--- src/rtl/alu_pkg.sv ---
// -----------------------------------------------------------------------------
// alu_pkg
// Shared definitions for the ALU request scheduler:
//   DW, OPW   - ALU data and opcode widths
//   alu_op_e  - opcode encoding, identical to the ALU's own select encoding
//   state_e   - scheduler FSM states
// -----------------------------------------------------------------------------
package alu_pkg;

  localparam int DW  = 8;
  localparam int OPW = 4;

  typedef enum logic [OPW-1:0] {
    OP_ADD  = 4'd0,
    OP_SUB  = 4'd1,
    OP_MUL  = 4'd2,
    OP_DIV  = 4'd3,
    OP_MOD  = 4'd4,
    OP_AND  = 4'd5,
    OP_OR   = 4'd6,
    OP_XOR  = 4'd7,
    OP_NOT  = 4'd8,
    OP_SHL  = 4'd9,
    OP_SHR  = 4'd10,
    OP_ROL  = 4'd11,
    OP_ROR  = 4'd12,
    OP_MIN  = 4'd13,
    OP_MAX  = 4'd14,
    OP_HAMM = 4'd15
  } alu_op_e;

  typedef enum logic [1:0] {
    IDLE = 2'd0,
    EXEC = 2'd1,
    RESP = 2'd2
  } state_e;

endpackage

--- src/rtl/rr_arbiter.sv ---
// -----------------------------------------------------------------------------
// rr_arbiter
// Purely combinational round-robin pick: the grant goes to the first asserted
// req bit at or after ptr, wrapping from NREQ-1 back to 0. The pointer register
// itself lives in the parent.
// Ports:
//   req       in  NREQ        request vector
//   ptr       in  clog2(NREQ) highest-priority index (must be < NREQ)
//   grant     out NREQ        one-hot grant, all 0 when no request
//   grant_idx out clog2(NREQ) index of the granted bit (0 when no request)
// -----------------------------------------------------------------------------
module rr_arbiter #(
  parameter int NREQ = 2
) (
  input  logic [NREQ-1:0]         req,
  input  logic [$clog2(NREQ)-1:0] ptr,
  output logic [NREQ-1:0]         grant,
  output logic [$clog2(NREQ)-1:0] grant_idx
);

  localparam int IW = $clog2(NREQ);

  // One extra bit so ptr + offset never overflows before the wrap subtraction;
  // this avoids a modulo operator for non-power-of-two NREQ.
  logic [IW:0]   sum;
  logic [IW-1:0] idx;
  logic          found;

  // NOTE: every signal written here gets a default before any conditional
  // assignment, otherwise synthesis infers a latch to hold the old value.
  always_comb begin
    grant     = '0;
    grant_idx = '0;
    found     = 1'b0;
    sum       = '0;
    idx       = '0;
    for (int k = 0; k < NREQ; k++) begin
      sum = {1'b0, ptr} + (IW+1)'(k);
      if (sum >= (IW+1)'(NREQ)) begin
        sum = sum - (IW+1)'(NREQ);
      end
      idx = sum[IW-1:0];
      if (!found && req[idx]) begin
        found      = 1'b1;
        grant[idx] = 1'b1;
        grant_idx  = idx;
      end
    end
  end

endmodule

--- src/rtl/alu_req_sched.sv ---
// -----------------------------------------------------------------------------
// alu_req_sched
// Shares one external combinational 8-bit ALU between NREQ requesters.
// Round-robin arbitration, registered operands toward the ALU and a registered
// result back. One operation in flight: IDLE -> EXEC -> RESP -> IDLE.
//
// Parameters:
//   NREQ  number of requesters (2..8)
//   TAGW  request/response tag width
//   CNTW  grant-counter width (statistics build only)
// Ports:
//   clk, rst_n             clock, asynchronous active-low reset
//   req_valid/req_ready    per-requester request handshake (ready is one-hot)
//   req_a/b/oper/tag       packed per-requester request fields, slice i = req i
//   rsp_valid/rsp_ready    per-requester response handshake
//   rsp_data/tag/dz        shared response payload, stable while in RESP
//   alu_a/b/oper, alu_out  connection to the external ALU
//   grant_cnt              per-requester saturating grant counters
// Build option:
//   ALU_REQ_SCHED_STATS_EN adds the grant_cnt port and its counters.
// -----------------------------------------------------------------------------
module alu_req_sched
  import alu_pkg::*;
#(
  parameter int NREQ = 2,
  parameter int TAGW = 4,
  parameter int CNTW = 16
) (
  input  logic                 clk,
  input  logic                 rst_n,
  input  logic [NREQ-1:0]      req_valid,
  output logic [NREQ-1:0]      req_ready,
  input  logic [NREQ*DW-1:0]   req_a,
  input  logic [NREQ*DW-1:0]   req_b,
  input  logic [NREQ*OPW-1:0]  req_oper,
  input  logic [NREQ*TAGW-1:0] req_tag,
  output logic [NREQ-1:0]      rsp_valid,
  input  logic [NREQ-1:0]      rsp_ready,
  output logic [DW-1:0]        rsp_data,
  output logic [TAGW-1:0]      rsp_tag,
  output logic                 rsp_dz,
  output logic [DW-1:0]        alu_a,
  output logic [DW-1:0]        alu_b,
  output logic [OPW-1:0]       alu_oper,
  input  logic [DW-1:0]        alu_out
`ifdef ALU_REQ_SCHED_STATS_EN
  ,
  output logic [NREQ*CNTW-1:0] grant_cnt
`endif
);

  localparam int IW = $clog2(NREQ);

  state_e          state_q, state_d;
  logic [IW-1:0]   ptr_q;
  logic [IW-1:0]   win_q;
  logic [NREQ-1:0] grant;
  logic [IW-1:0]   grant_idx;
  logic            accept;
  logic            rsp_done;

  logic [DW-1:0]   sel_a, sel_b;
  logic [OPW-1:0]  sel_oper;
  logic [TAGW-1:0] sel_tag;

  logic [DW-1:0]   a_q, b_q, data_q;
  logic [OPW-1:0]  oper_q;
  logic [TAGW-1:0] tag_q;
  logic            dz_q;

  rr_arbiter #(.NREQ(NREQ)) u_arb (
    .req       (req_valid),
    .ptr       (ptr_q),
    .grant     (grant),
    .grant_idx (grant_idx)
  );

  // NOTE: sequential state is written with non-blocking assignments so every
  // register samples pre-edge values, independent of statement order.
  always_ff @(posedge clk or negedge rst_n) begin
    if (!rst_n) begin
      state_q <= IDLE;
    end else begin
      state_q <= state_d;
    end
  end

  // Handshakes are combinational: ready only exists in IDLE, rsp_valid only
  // in RESP, so a reset (state -> IDLE) drops any pending response at once.
  always_comb begin
    state_d   = state_q;
    req_ready = '0;
    rsp_valid = '0;
    accept    = 1'b0;
    rsp_done  = 1'b0;
    unique case (state_q)
      IDLE: begin
        req_ready = req_valid & grant;
        if (|(req_valid & grant)) begin
          accept  = 1'b1;
          state_d = EXEC;
        end
      end
      EXEC: begin
        state_d = RESP;
      end
      RESP: begin
        rsp_valid[win_q] = 1'b1;
        // Only the winner's rsp_ready matters; other bits are ignored.
        if (rsp_ready[win_q]) begin
          rsp_done = 1'b1;
          state_d  = IDLE;
        end
      end
      default: begin
        state_d = IDLE;
      end
    endcase
  end

  // Request field mux driven by the one-hot grant.
  always_comb begin
    sel_a    = '0;
    sel_b    = '0;
    sel_oper = '0;
    sel_tag  = '0;
    for (int i = 0; i < NREQ; i++) begin
      if (grant[i]) begin
        sel_a    = req_a[i*DW +: DW];
        sel_b    = req_b[i*DW +: DW];
        sel_oper = req_oper[i*OPW +: OPW];
        sel_tag  = req_tag[i*TAGW +: TAGW];
      end
    end
  end

  always_ff @(posedge clk or negedge rst_n) begin
    if (!rst_n) begin
      ptr_q  <= '0;
      win_q  <= '0;
      a_q    <= '0;
      b_q    <= '0;
      oper_q <= '0;
      tag_q  <= '0;
      data_q <= '0;
      dz_q   <= 1'b0;
    end else begin
      if (accept) begin
        a_q    <= sel_a;
        b_q    <= sel_b;
        oper_q <= sel_oper;
        tag_q  <= sel_tag;
        win_q  <= grant_idx;
      end
      if (state_q == EXEC) begin
        // Division by zero is resolved here; whatever the ALU returns is dropped.
        if (oper_q == OP_DIV && b_q == '0) begin
          data_q <= '1;
          dz_q   <= 1'b1;
        end else begin
          data_q <= alu_out;
          dz_q   <= 1'b0;
        end
      end
      if (rsp_done) begin
        ptr_q <= (win_q == IW'(NREQ-1)) ? '0 : win_q + 1'b1;
      end
    end
  end

  // Operand registers feed the ALU directly; they only change on acceptance,
  // so the ALU sees stable inputs throughout EXEC.
  assign alu_a    = a_q;
  assign alu_b    = b_q;
  assign alu_oper = oper_q;
  assign rsp_data = data_q;
  assign rsp_tag  = tag_q;
  assign rsp_dz   = dz_q;

`ifdef ALU_REQ_SCHED_STATS_EN
  for (genvar i = 0; i < NREQ; i++) begin : g_cnt
    logic [CNTW-1:0] cnt_q;
    always_ff @(posedge clk or negedge rst_n) begin
      if (!rst_n) begin
        cnt_q <= '0;
      end else if (accept && grant[i] && cnt_q != '1) begin
        cnt_q <= cnt_q + 1'b1;
      end
    end
    assign grant_cnt[i*CNTW +: CNTW] = cnt_q;
  end
`endif

endmodule
--- config.mk ---
export PLATFORM = sky130hd
export DESIGN_NAME = alu_req_sched
export DESIGN_NICKNAME = d
export VERILOG_FILES = /design/src/rtl/alu_pkg.sv /design/src/rtl/rr_arbiter.sv /design/src/rtl/alu_req_sched.sv
export SDC_FILE = /design/constraint.sdc
export NUM_CORES = 1
export LEC_CHECK = 0
export ABC_AREA = 1
export BUFFER_PORTS_ARGS = -buffer_cell sky130_fd_sc_hd__buf_4
export CAP_MARGIN = 20
export CORE_ASPECT_RATIO = 0.5
export CORE_MARGIN = 2
export CORE_UTILIZATION = 35
export DETAILED_ROUTE_END_ITERATION = 10
export SETUP_SLACK_MARGIN = 0.4
export SLEW_MARGIN = 20
export SYNTH_ARGS = -nofsm -noshare
export SYNTH_HDL_FRONTEND = slang
export SYNTH_HIERARCHICAL = 1
export SYNTH_SLANG_ARGS = --single-unit
export TNS_END_PERCENT = 10
--- constraint.sdc ---
create_clock -name clk -period 2.02 [get_ports clk]
set_input_delay 0.101 -clock clk [delete_from_list [all_inputs] [get_ports clk]]
set_output_delay 0.101 -clock clk [all_outputs]
set_load 0.01 [all_outputs]
==> results of run 1 <==
## repair_timing
item / CTS / global route
endpoints found under the hold margin: 37 / 0
gates resized for setup: 0 / 2
endpoints found under the setup margin: 0 / 24
hold buffers: 1 / 0
## layer usage
| metal | track usage [%] | wire length [um] |
|---|---|---|
| met1 | 20.9 | 2090 |
| met2 | 30.1 | 2430 |
| met3 | 4.13 | 236 |
| met4 | 6.68 | 89 |
| met5 | 0 | 0 |
## tightest hold or removal path, delay by kind of cell
family,cells,cell delay [ns]
and+or+nand+nor,1,0.03
AOI/OAI and AO/OA,1,0.12
buffers and inverters,1,0.08
## report_power, final
| part | total, uW | leakage [uW] | switching (uW) | internal (uW) |
|---|---|---|---|---|
| Combinational | 1750 | 0.000870 | 859 | 894 |
| Sequential | 1340 | 0.000432 | 231 | 1110 |
| Clock | 499 | 0.0000450 | 260 | 239 |
## registers in the layout, summed over array words and instances, names as in the netlist
| name | flops |
|---|---|
| alu_oper | 4 |
| alu_b | 8 |
| win_q | 1 |
| rsp_dz | 1 |
| rsp_data | 8 |
| alu_a | 8 |
| rsp_tag | 4 |
| ptr_q | 1 |
| state_q | 2 |
## cells in the final DEF (no fill, tap or decap)
master	count
nand2_2	1
buf_12	1
nand2_1	57
buf_6	2
buf_4	99
o21ai_0	5
a21oi_1	4
nand3_1	48
a21oi_4	1
a21oi_2	1
dlygate4sd3_1	1
clkbuf_1	1
nor2_1	17
clkinv_2	2
o21a_1	24
clkbuf_8	5
dfrtp_1	37
nor3_1	1
inv_1	14
nand3b_1	1
## stage by stage
stage	power (uW)	hold slack [ns]	std cells	util, %	instance area (um2)
after floorplan	2320	-0.195	225	-	1850
after global placement	3090	0.0880	383	52.4	2630
after detailed placement	3120	0.0895	383	52.4	2630
after CTS	3640	0.0741	392	54.2	2720
after global routing	3880	0.0825	392	54.4	2730
final	3590	0.0829	392	54.4	2730
## worst max path at each step
stage	startpoint	to	slack (ns)	cells past startpoint
after detailed placement	ptr_q	alu_oper[0]	0.49	8
final	ptr_q	alu_oper[0]	0.54	7
after global routing	ptr_q	rsp_tag[2]	0.41	8
after global placement	ptr_q	alu_oper[0]	0.53	8
after floorplan	ptr_q	alu_b[7]	0.68	7
after CTS	ptr_q	alu_oper[0]	0.47	8
## cells by family (layout without fill, tap and decap cells)
group           Yosys count  after routing  share of synthesized area [%]
simple gates            125            125                           28.9
buf+inv                  28            125                           7.83
compound gates           35             35                           13.3
flops                    37             37                           49.9
## area by class of cell
| cell class | instances | area share (%) |
|---|---|---|
| Clock inverter | 2 | 0.366 |
| Inverter | 14 | 1.92 |
| Sequential cell | 37 | 33.9 |
| Multi-Input combinational cell | 160 | 28.8 |
| Tap cell | 70 | 3.21 |
| Timing Repair Buffer | 103 | 29.1 |
| Clock buffer | 6 | 2.66 |
==> reports/metrics.cfg, run 1 <==
[worst_setup_path]
worstReg2RegStart=ptr_q
cp_max_fo=49
cp-start-kind=register
rr_endpoint=alu_oper[0]
critPathBufInv=1
reg2reg_depth=7
cp-end-kind=register
cp.arrival_ns=1.66
cpMostUsedCell=nand2_1
path_class=reg2reg
crit_chain=nand2_1 -> nand2_1 -> nand2_2 -> a21oi_4 -> buf_12 -> nand3_1 -> o21a_1
crit_family=simple AND/OR/NAND/NOR gates
max_stage_delay_ns=0.38
cp_slowest_cell=dfrtp_1
r2r_slack_ns=0.54
worst_ep_required_time_ns=2.20

[yosys]
ys.flop_type=dfrtp_1
yosys-top-cells-area=dfrtp_1, nand3_1, nand2_1
synth_edf_count=0
syn_nets=287
synth_cell_type_count=16
yosysWarnings=6
ys_ff_latch=37
synth_area_um2=1850
synth_area_per_cell_um2=8.24
ys_top_cells_by_count=nand2_1, nand3_1, dfrtp_1, o21a_1, nor2_1
synthArstFlopShare_pct=100
yosysMostFrequentCell=nand2_1
synth.top_cell.area_share_pct=49.9
syn-instance-count=225
yosysSeqAreaShare_pct=49.9
yosys.area.top_type=dfrtp_1

[clocking]
root_buffer=clkbuf_8
cts_tree=done
clock_sinks=37
cts_setup_buffers=0
h-tree-depth=2
clk_path_buf_depth=2
cts_buffers=5
clkSlewWorstSetupHoldPaths_ns=0.07
clock_latency_ns=0.29

[layout]
area_growth_pct=47.3
drive_gt1_share_pct=34.8
nets=383
fillers=475
antenna_cells=0
ff_latch_area_um2=926
multi_input_area_um2=787

[sta]
fin_skew_ns=0.00210
setup_violations=0
setup_slack_ns=0.545
relSlewSlack_pct=69.1
fin_setup_tns_ns=0
rsz0062_at_grt=false
slew_viol_final=0
hold_violations=0
period_needed_ns=1.48
final.period_utilization_pct=73.0
worst_pin_slew_ns=0.463
max_freq_mhz=678

[worst_hold_path]
min_from=alu_out[6]
hold-path-endpoint=rsp_data[6]
hold_class=in2reg
hold_depth=3

[outcome]
status=finished, final reports clean

[run]
drv_cap=0

[grt]
grt.total_usage_pct=17.3
grt.overflow.total=0
grt_max_degree=50
grt_pass1_wl_mm=8.15
grt_pass1_vias=1843
antenna_found_initial=0

[floorplan]
die_w_um=107
dieArea_um2=5930
design.core.area_um2=5020
start_util_pct=36.9
dieHeight_um=55.5
io_pins=99
rows=18

[routing]
drtPass1Iterations=4
via_per_inst=4.82
ant_nets=0
detail_route.wl_per_cell_um=12.4
drc=0
routed_wirelength_mm=4.85
vias=1891
drtIter0Drc=88

[power_and_ir_drop]
powerDensity_nw_per_um2=1310
vdd_ir_drop_max_v=0.000477
p_leak_uw=0.00135

[placed_design]
gp_congestion=0.756
pre_cts_slack_ns=0.485
dp_hpwl_mm=3.57
io_buffers=98

Note: power is estimated with default switching activity, not from simulation.
==> run 2, diff against run 1 <==
==> constraint.sdc (replaced) <==
create_clock -name clk -period 1.5 [get_ports clk]
set_input_delay 0.075 -clock clk [delete_from_list [all_inputs] [get_ports clk]]
set_output_delay 0.075 -clock clk [all_outputs]
set_load 0.01 [all_outputs]
==> run 2 against run 1 <==
Effect of this change: non-clock buffer count up 15; largest cell class is now buffers; worst hold slack got worse by 0.036 ns; combinational power up 69%; sequential power grew 36%; total power is 52% higher; wire length grew 13%; highest routed layer unchanged.
==> reports/metrics.cfg, run 2 (synthesis gave the netlist of run 1 again) <==
[run]
drv_cap=0  ; unchanged

[clocking]
root_buffer=clkbuf_8  ; unchanged
h-tree-depth=2  ; unchanged
cts_buffers=5  ; unchanged
clock_sinks=37  ; unchanged
clock_latency_ns=0.28  ; was 0.29 ns
clkSlewWorstSetupHoldPaths_ns=0.07  ; about the same
clk_path_buf_depth=2  ; unchanged
cts_tree=done  ; unchanged

[sta]
rsz0062_at_grt=true  ; was false
fin_skew_ns=0.00241  ; was 0.00210 ns
hold_violations=0  ; unchanged
slew_viol_final=0  ; unchanged
relSlewSlack_pct=68.9  ; was 69.1%
setup_violations=0  ; unchanged
max_freq_mhz=675  ; was 678 MHz
worst_pin_slew_ns=0.466  ; was 0.463 ns
period_needed_ns=1.48  ; about the same
final.period_utilization_pct=98.7  ; was 73.0%
whs_ns=0.0470  ; was 0.0829 ns
fin_setup_tns_ns=0  ; unchanged

[layout]
antenna_cells=0  ; unchanged
nets=398  ; was 383
fillers=452  ; was 475
area_growth_pct=63.5  ; was 47.3%
final_common_cell=buf_4  ; unchanged
final_cell_mix=buf_4, nand2_1, nand3_1, dfrtp_1, o21a_1  ; unchanged
ff_latch_area_um2=926  ; unchanged
finalInstanceArea_um2=3030  ; was 2730 um2
multi_input_area_um2=845  ; was 787 um2
utilization_pct=60.4  ; was 54.4%
drive_gt1_share_pct=41.4  ; was 34.8%

[placed_design]
dpl_cell_area_um2=2690  ; was 2630 um2
io_buffers=98  ; unchanged
dp_hpwl_mm=3.66  ; was 3.57 mm
gp_congestion=0.715  ; was 0.756

[routing]
detail_route.wl_per_cell_um=13.5  ; was 12.4 um
via_per_inst=4.85  ; was 4.82
drtIter0Drc=91  ; was 88
vias=1971  ; was 1891
drc=0  ; unchanged
ant_nets=0  ; unchanged
routed_wirelength_mm=5.46  ; was 4.85 mm
drtPass1Iterations=6  ; was 4

[grt]
grt_pass1_vias=1912  ; was 1843
grt_max_degree=38  ; was 50
grt.total_usage_pct=18.4  ; was 17.3%
grt_pass1_wl_mm=8.66  ; was 8.15 mm
antenna_found_initial=0  ; unchanged
grt.overflow.total=0  ; unchanged

[floorplan]
dieHeight_um=55.5  ; unchanged
rows=18  ; unchanged
design.core.area_um2=5020  ; unchanged
die_w_um=107  ; unchanged
io_pins=99  ; unchanged
dieArea_um2=5930  ; unchanged
start_util_pct=36.9  ; unchanged

[outcome]
status=finished, final reports clean  ; unchanged

[worst_setup_path]
max_stage_delay_ns=0.41  ; was 0.38 ns
crit_chain=a21oi_2 -> nand2_4 -> a21oi_4 -> buf_12 -> buf_8 -> clkbuf_16 -> o21a_1  ; was nand2_1 -> nand2_1 -> nand2_2 -> a21oi_4 -> buf_12 -> nand3_1 -> o21a_1
path_class=reg2reg  ; unchanged
worst_ep_required_time_ns=1.73  ; was 2.20 ns
r2r_slack_ns=0.02  ; was 0.54 ns
cp.arrival_ns=1.71  ; was 1.66 ns
cp-start-kind=register  ; unchanged
cp_slowest_cell=dfrtp_1  ; unchanged
cp-end-kind=register  ; unchanged
cp_max_fo=7  ; was 49

[power_and_ir_drop]
powerDensity_nw_per_um2=1800  ; was 1310 nW/um2
p_leak_uw=0.00148  ; was 0.00135 uW
vdd_ir_drop_max_v=0.000787  ; was 0.000477 V

[worst_hold_path]
hold_class=in2reg  ; unchanged

## run 2: changes by cell type in the layout (fill, tap and decap cells not counted), sizes merged
cell / change
clkbuf: +2
clkinv: -2
buf: +14
## run 2: metal layers
metal  wire length [um]  part of all wire (%)  up-vias  global-route usage, %
li1                   -                     -      966                      -
met1               2440                    45      943                   23.8
met2               2720                    50       57                   31.2
met3                248                   4.5        5                   4.37
met4                 51                  0.93        0                   4.45
met5                  0                     0        -                      0
## run 2: path summary, 6_finish.rpt
| path | start | to | cells after the start |
|---|---|---|---|
| min reg2reg | rsp_data[1] | rsp_data[1] | 2 |
| min | alu_out[6] | rsp_data[6] | 3 |
| max reg2reg | ptr_q | alu_a[4] | 7 |
| max | ptr_q | alu_a[4] | 7 |
| max in group asynchronous | rst_n | rsp_data[1] | 2 |
| min in group asynchronous | rst_n | alu_a[2] | 2 |
## run 2: layout make-up
| cell class | count | area share [%] |
|---|---|---|
| tap | 70 | 2.89 |
| inverter | 14 | 1.73 |
| sequential | 37 | 30.5 |
| multi-input combinational | 160 | 27.9 |
| timing repair buffer | 118 | 34.1 |
| clock buffer | 7 | 2.85 |
## run 2: metrics by stage
stage	setup WS, ns	total power, uW	cells
2_1_floorplan	0.174	3130	225
3_3_place_gp	0.129	4260	386
3_5_place_dp	0.0795	4320	386
4_1_cts	0.0662	5360	402
5_1_grt	-0.0339	5820	406
6_report	0.0189	5460	406
## run 2: critical path: cells and delay by family (launching register included)
family	cells	cell delay, ns
AND/OR/NAND/NOR	1	0.08
AO/OA/AOI/OAI	3	0.53
flip-flops	1	0.41
buffers and inverters	3	0.40
## run 2: where the power goes
part	switching [uW]	total, uW	leakage [uW]	internal [uW]
logic	1340	2950	0.00100	1610
clock network	326	691	0.0000443	364
registers	326	1820	0.000432	1490
total	2000	5460	0.00148	3460
## run 2: what timing repair did
item / in CTS / in global routing
resized for setup: 6 / 15
hold buffers: 1 / 0
buffers inserted: 5 / 3
setup endpoints to repair: 39 / 40
pin swaps: 2 / 6
endpoints found under the hold margin: 37 / 0
cloned: 3 / 1
==> run 3, diff against run 2 <==
--- a/config.mk
+++ b/config.mk
@@ -5,13 +5,13 @@
 export SDC_FILE = /design/constraint.sdc
 export NUM_CORES = 1
 export LEC_CHECK = 0
-export ABC_AREA = 1
 export BUFFER_PORTS_ARGS = -buffer_cell sky130_fd_sc_hd__buf_4
 export CAP_MARGIN = 20
 export CORE_ASPECT_RATIO = 0.5
 export CORE_MARGIN = 2
 export CORE_UTILIZATION = 35
 export DETAILED_ROUTE_END_ITERATION = 10
+export PLACE_DENSITY = 0.66
 export SETUP_SLACK_MARGIN = 0.4
 export SLEW_MARGIN = 20
 export SYNTH_ARGS = -nofsm -noshare
==> run 3 against run 2 <==
Effect of this change: the run now ends with negative setup slack left; sequential share of layout area grew 0.063 points; cell count shrank 16%; final area decreased by 0.21%; largest power group unchanged; critical path depth decreased by 1; highest routed layer unchanged; die area fell by 4.6%; clock skew grew 0.0032 ns; non-clock buffer count rose by 3.
==> reports/metrics.cfg, run 3 <==
[sta]
worst_pin_slew_ns=0.489  ; was 0.466 ns
final.period_utilization_pct=112  ; was 98.7%
setup_violations=25  ; was 0
max_freq_mhz=597  ; was 675 MHz
hold_violations=0  ; unchanged
period_needed_ns=1.68  ; was 1.48 ns
slew_viol_final=0  ; unchanged
fin_skew_ns=0.00564  ; was 0.00241 ns
rsz0062_at_grt=true  ; unchanged
relSlewSlack_pct=67.4  ; was 68.9%
setup_slack_ns=-0.175  ; was 0.0189 ns
fin_setup_tns_ns=-3.96  ; was 0 ns

[yosys]
yosysWarnings=6  ; unchanged
yosys.area.top_type=dfrtp_1  ; unchanged
ys_ff_latch=37  ; unchanged
synth_area_per_cell_um2=11.7  ; was 8.24 um2
synthArstFlopShare_pct=100  ; unchanged
ys.flop_type=dfrtp_1  ; unchanged
synth_area_um2=1760  ; was 1850 um2
synth_cell_type_count=25  ; was 16
yosysMostFrequentCell=dfrtp_1  ; was nand2_1
synth.top_cell.area_share_pct=52.5  ; was 49.9%
syn-instance-count=151  ; was 225
syn_nets=213  ; was 287
yosysSeqAreaShare_pct=52.5  ; was 49.9%
yosys-top-cells-area=dfrtp_1, mux2_2, a22o_1  ; was dfrtp_1, nand3_1, nand2_1
synth_edf_count=0  ; unchanged
ys_top_cells_by_count=dfrtp_1, mux2_2, a22o_1, nand2_1, nand3_1  ; was nand2_1, nand3_1, dfrtp_1, o21a_1, nor2_1

[grt]
grt_pass1_vias=1646  ; was 1912
grt.overflow.total=0  ; unchanged
grt.total_usage_pct=17.5  ; was 18.4%
antenna_found_initial=0  ; unchanged
grt_max_degree=38  ; unchanged
grt_pass1_wl_mm=7.64  ; was 8.66 mm

[clocking]
clock_latency_ns=0.29  ; was 0.28 ns
h-tree-depth=2  ; unchanged
cts_tree=done  ; unchanged
clkSlewWorstSetupHoldPaths_ns=0.08  ; was 0.07 ns
clock_sinks=37  ; unchanged
cts_setup_buffers=0  ; was 5
root_buffer=clkbuf_8  ; unchanged
cts_buffers=5  ; unchanged
clk_path_buf_depth=2  ; unchanged

[layout]
area_growth_pct=71.5  ; was 63.5%
antenna_cells=0  ; unchanged
drive_gt1_share_pct=63.0  ; was 41.4%
nets=331  ; was 398
final_cell_mix=buf_4, dfrtp_1, mux2_2, a22o_1, nand2_1  ; was buf_4, nand2_1, nand3_1, dfrtp_1, o21a_1
instances_no_fill=340  ; was 406
final_common_cell=buf_4  ; unchanged

[power_and_ir_drop]
total_power_uw=5130  ; was 5460 uW
p_leak_uw=0.00152  ; was 0.00148 uW
powerDensity_nw_per_um2=1700  ; was 1800 nW/um2
vdd_ir_drop_max_v=0.000811  ; was 0.000787 V

[routing]
via_per_inst=4.74  ; was 4.85
wl_met2_mm=2.64  ; was 2.72 mm
vias=1610  ; was 1971
met1_length_mm=2.06  ; was 2.44 mm
top_layer=met4  ; unchanged
wl_met3_um=132  ; was 248 um
detail_route.wl_per_cell_um=14.3  ; was 13.5 um
drc=0  ; unchanged
ant_nets=0  ; unchanged
drtPass1Iterations=4  ; was 6
drtIter0Drc=18  ; was 91
routed_wirelength_mm=4.87  ; was 5.46 mm

[floorplan]
rows=18  ; unchanged
dieHeight_um=54.2  ; was 55.5 um
design.core.area_um2=4890  ; was 5020 um2
die_w_um=104  ; was 107 um
io_pins=99  ; unchanged
dieArea_um2=5660  ; was 5930 um2
start_util_pct=36.1  ; was 36.9%

[worst_setup_path]
path_class=reg2reg  ; unchanged
cp_max_fo=26  ; was 7
worst_ep_required_time_ns=1.67  ; was 1.73 ns
cp-start-kind=register  ; unchanged
cp-end-kind=register  ; unchanged
cp.arrival_ns=1.84  ; was 1.71 ns

[placed_design]
gp_congestion=0.760  ; was 0.715
dp_hpwl_mm=3.47  ; was 3.66 mm
io_buffers=98  ; unchanged
place_inst=323  ; was 386

[outcome]
status=complete, but fails checks  ; was finished, final reports clean
violations=negative setup slack

[worst_hold_path]
hold_class=in2reg  ; unchanged

[run]
drv_cap=0  ; unchanged

[run 3: path summary, 6_finish.rpt]
path | start | slack [ns] | end | depth (start not counted)
worst min register to register | rsp_data[5] | 0.50 | rsp_data[5] | 2
worst max register to register | ptr_q | -0.18 | alu_a[4] | 6
worst min-delay path | rsp_ready[0] | 0.12 | state_q[1] | 4
min in group asynchronous | rst_n | 0.31 | alu_b[1] | 2
max in group asynchronous | rst_n | 0.85 | alu_a[1] | 2
worst max-delay path | ptr_q | -0.18 | alu_a[4] | 6
[run 3: final cells by class]
cell class | instances | area (um2)
tap | 70 | 87.6
inverter | 3 | 11.3
multi-input combinational | 101 | 892
fill | 409 | 1860
clock buffer | 5 | 68.8
clock inverter | 3 | 65.1
sequential | 37 | 926
timing repair buffer | 121 | 975
[run 3: timing repair]
| item | in CTS | in global routing |
|---|---|---|
| hold buffers | 8 | 1 |
| hold endpoints to repair | 44 | 1 |
| gates resized for setup | 22 | 10 |
| pin swaps | 3 | 2 |
| endpoints found under the setup margin | 41 | 41 |
[run 3: critical path, cell delays in order, from the launching register on]
cell      delay (ns)
dfrtp_1         0.40
inv_2           0.07
a21boi_4        0.19
nand2_4         0.08
a211oi_4        0.24
buf_12          0.22
mux2_2          0.36
[run 3: where the power goes]
part	total (uW)	internal, uW	switching (uW)	leakage [uW]
Sequential	1780	1430	347	0.000464
Clock	1030	661	368	0.0000681
Combinational	2330	1350	970	0.000988
Total	5130	3440	1680	0.00152
[run 3: layer usage]
layer	GRT usage [%]	vias up
met4	5.41	0
met2	32.8	26
met3	4.12	5
met1	20.8	791
li1	-	788
met5	0	-
[run 3: logic make-up (layout without fill, tap and decap cells)]
family                 after synthesis  count (layout)  synth area share, %
flip-flops                          37              37                 52.5
multiplexers                        25              25                 16.0
AND/OR/NAND/NOR                     43              43                 11.8
buffers and inverters               13             132                 3.90
AO/OA/AOI/OAI                       33              33                 15.8
[run 3: metrics by stage]
stage,utilization [%],cell area [um2],setup WS (ns),hold slack [ns]
after CTS,60.8,2970,-0.170,0.000213
final,61.9,3030,-0.175,0.119
after global placement,54.5,2660,-0.170,0.0693
after detailed placement,54.5,2660,-0.186,0.0775
after global routing,61.9,3030,-0.247,0.129
after floorplan,-,1760,-0.271,-0.221
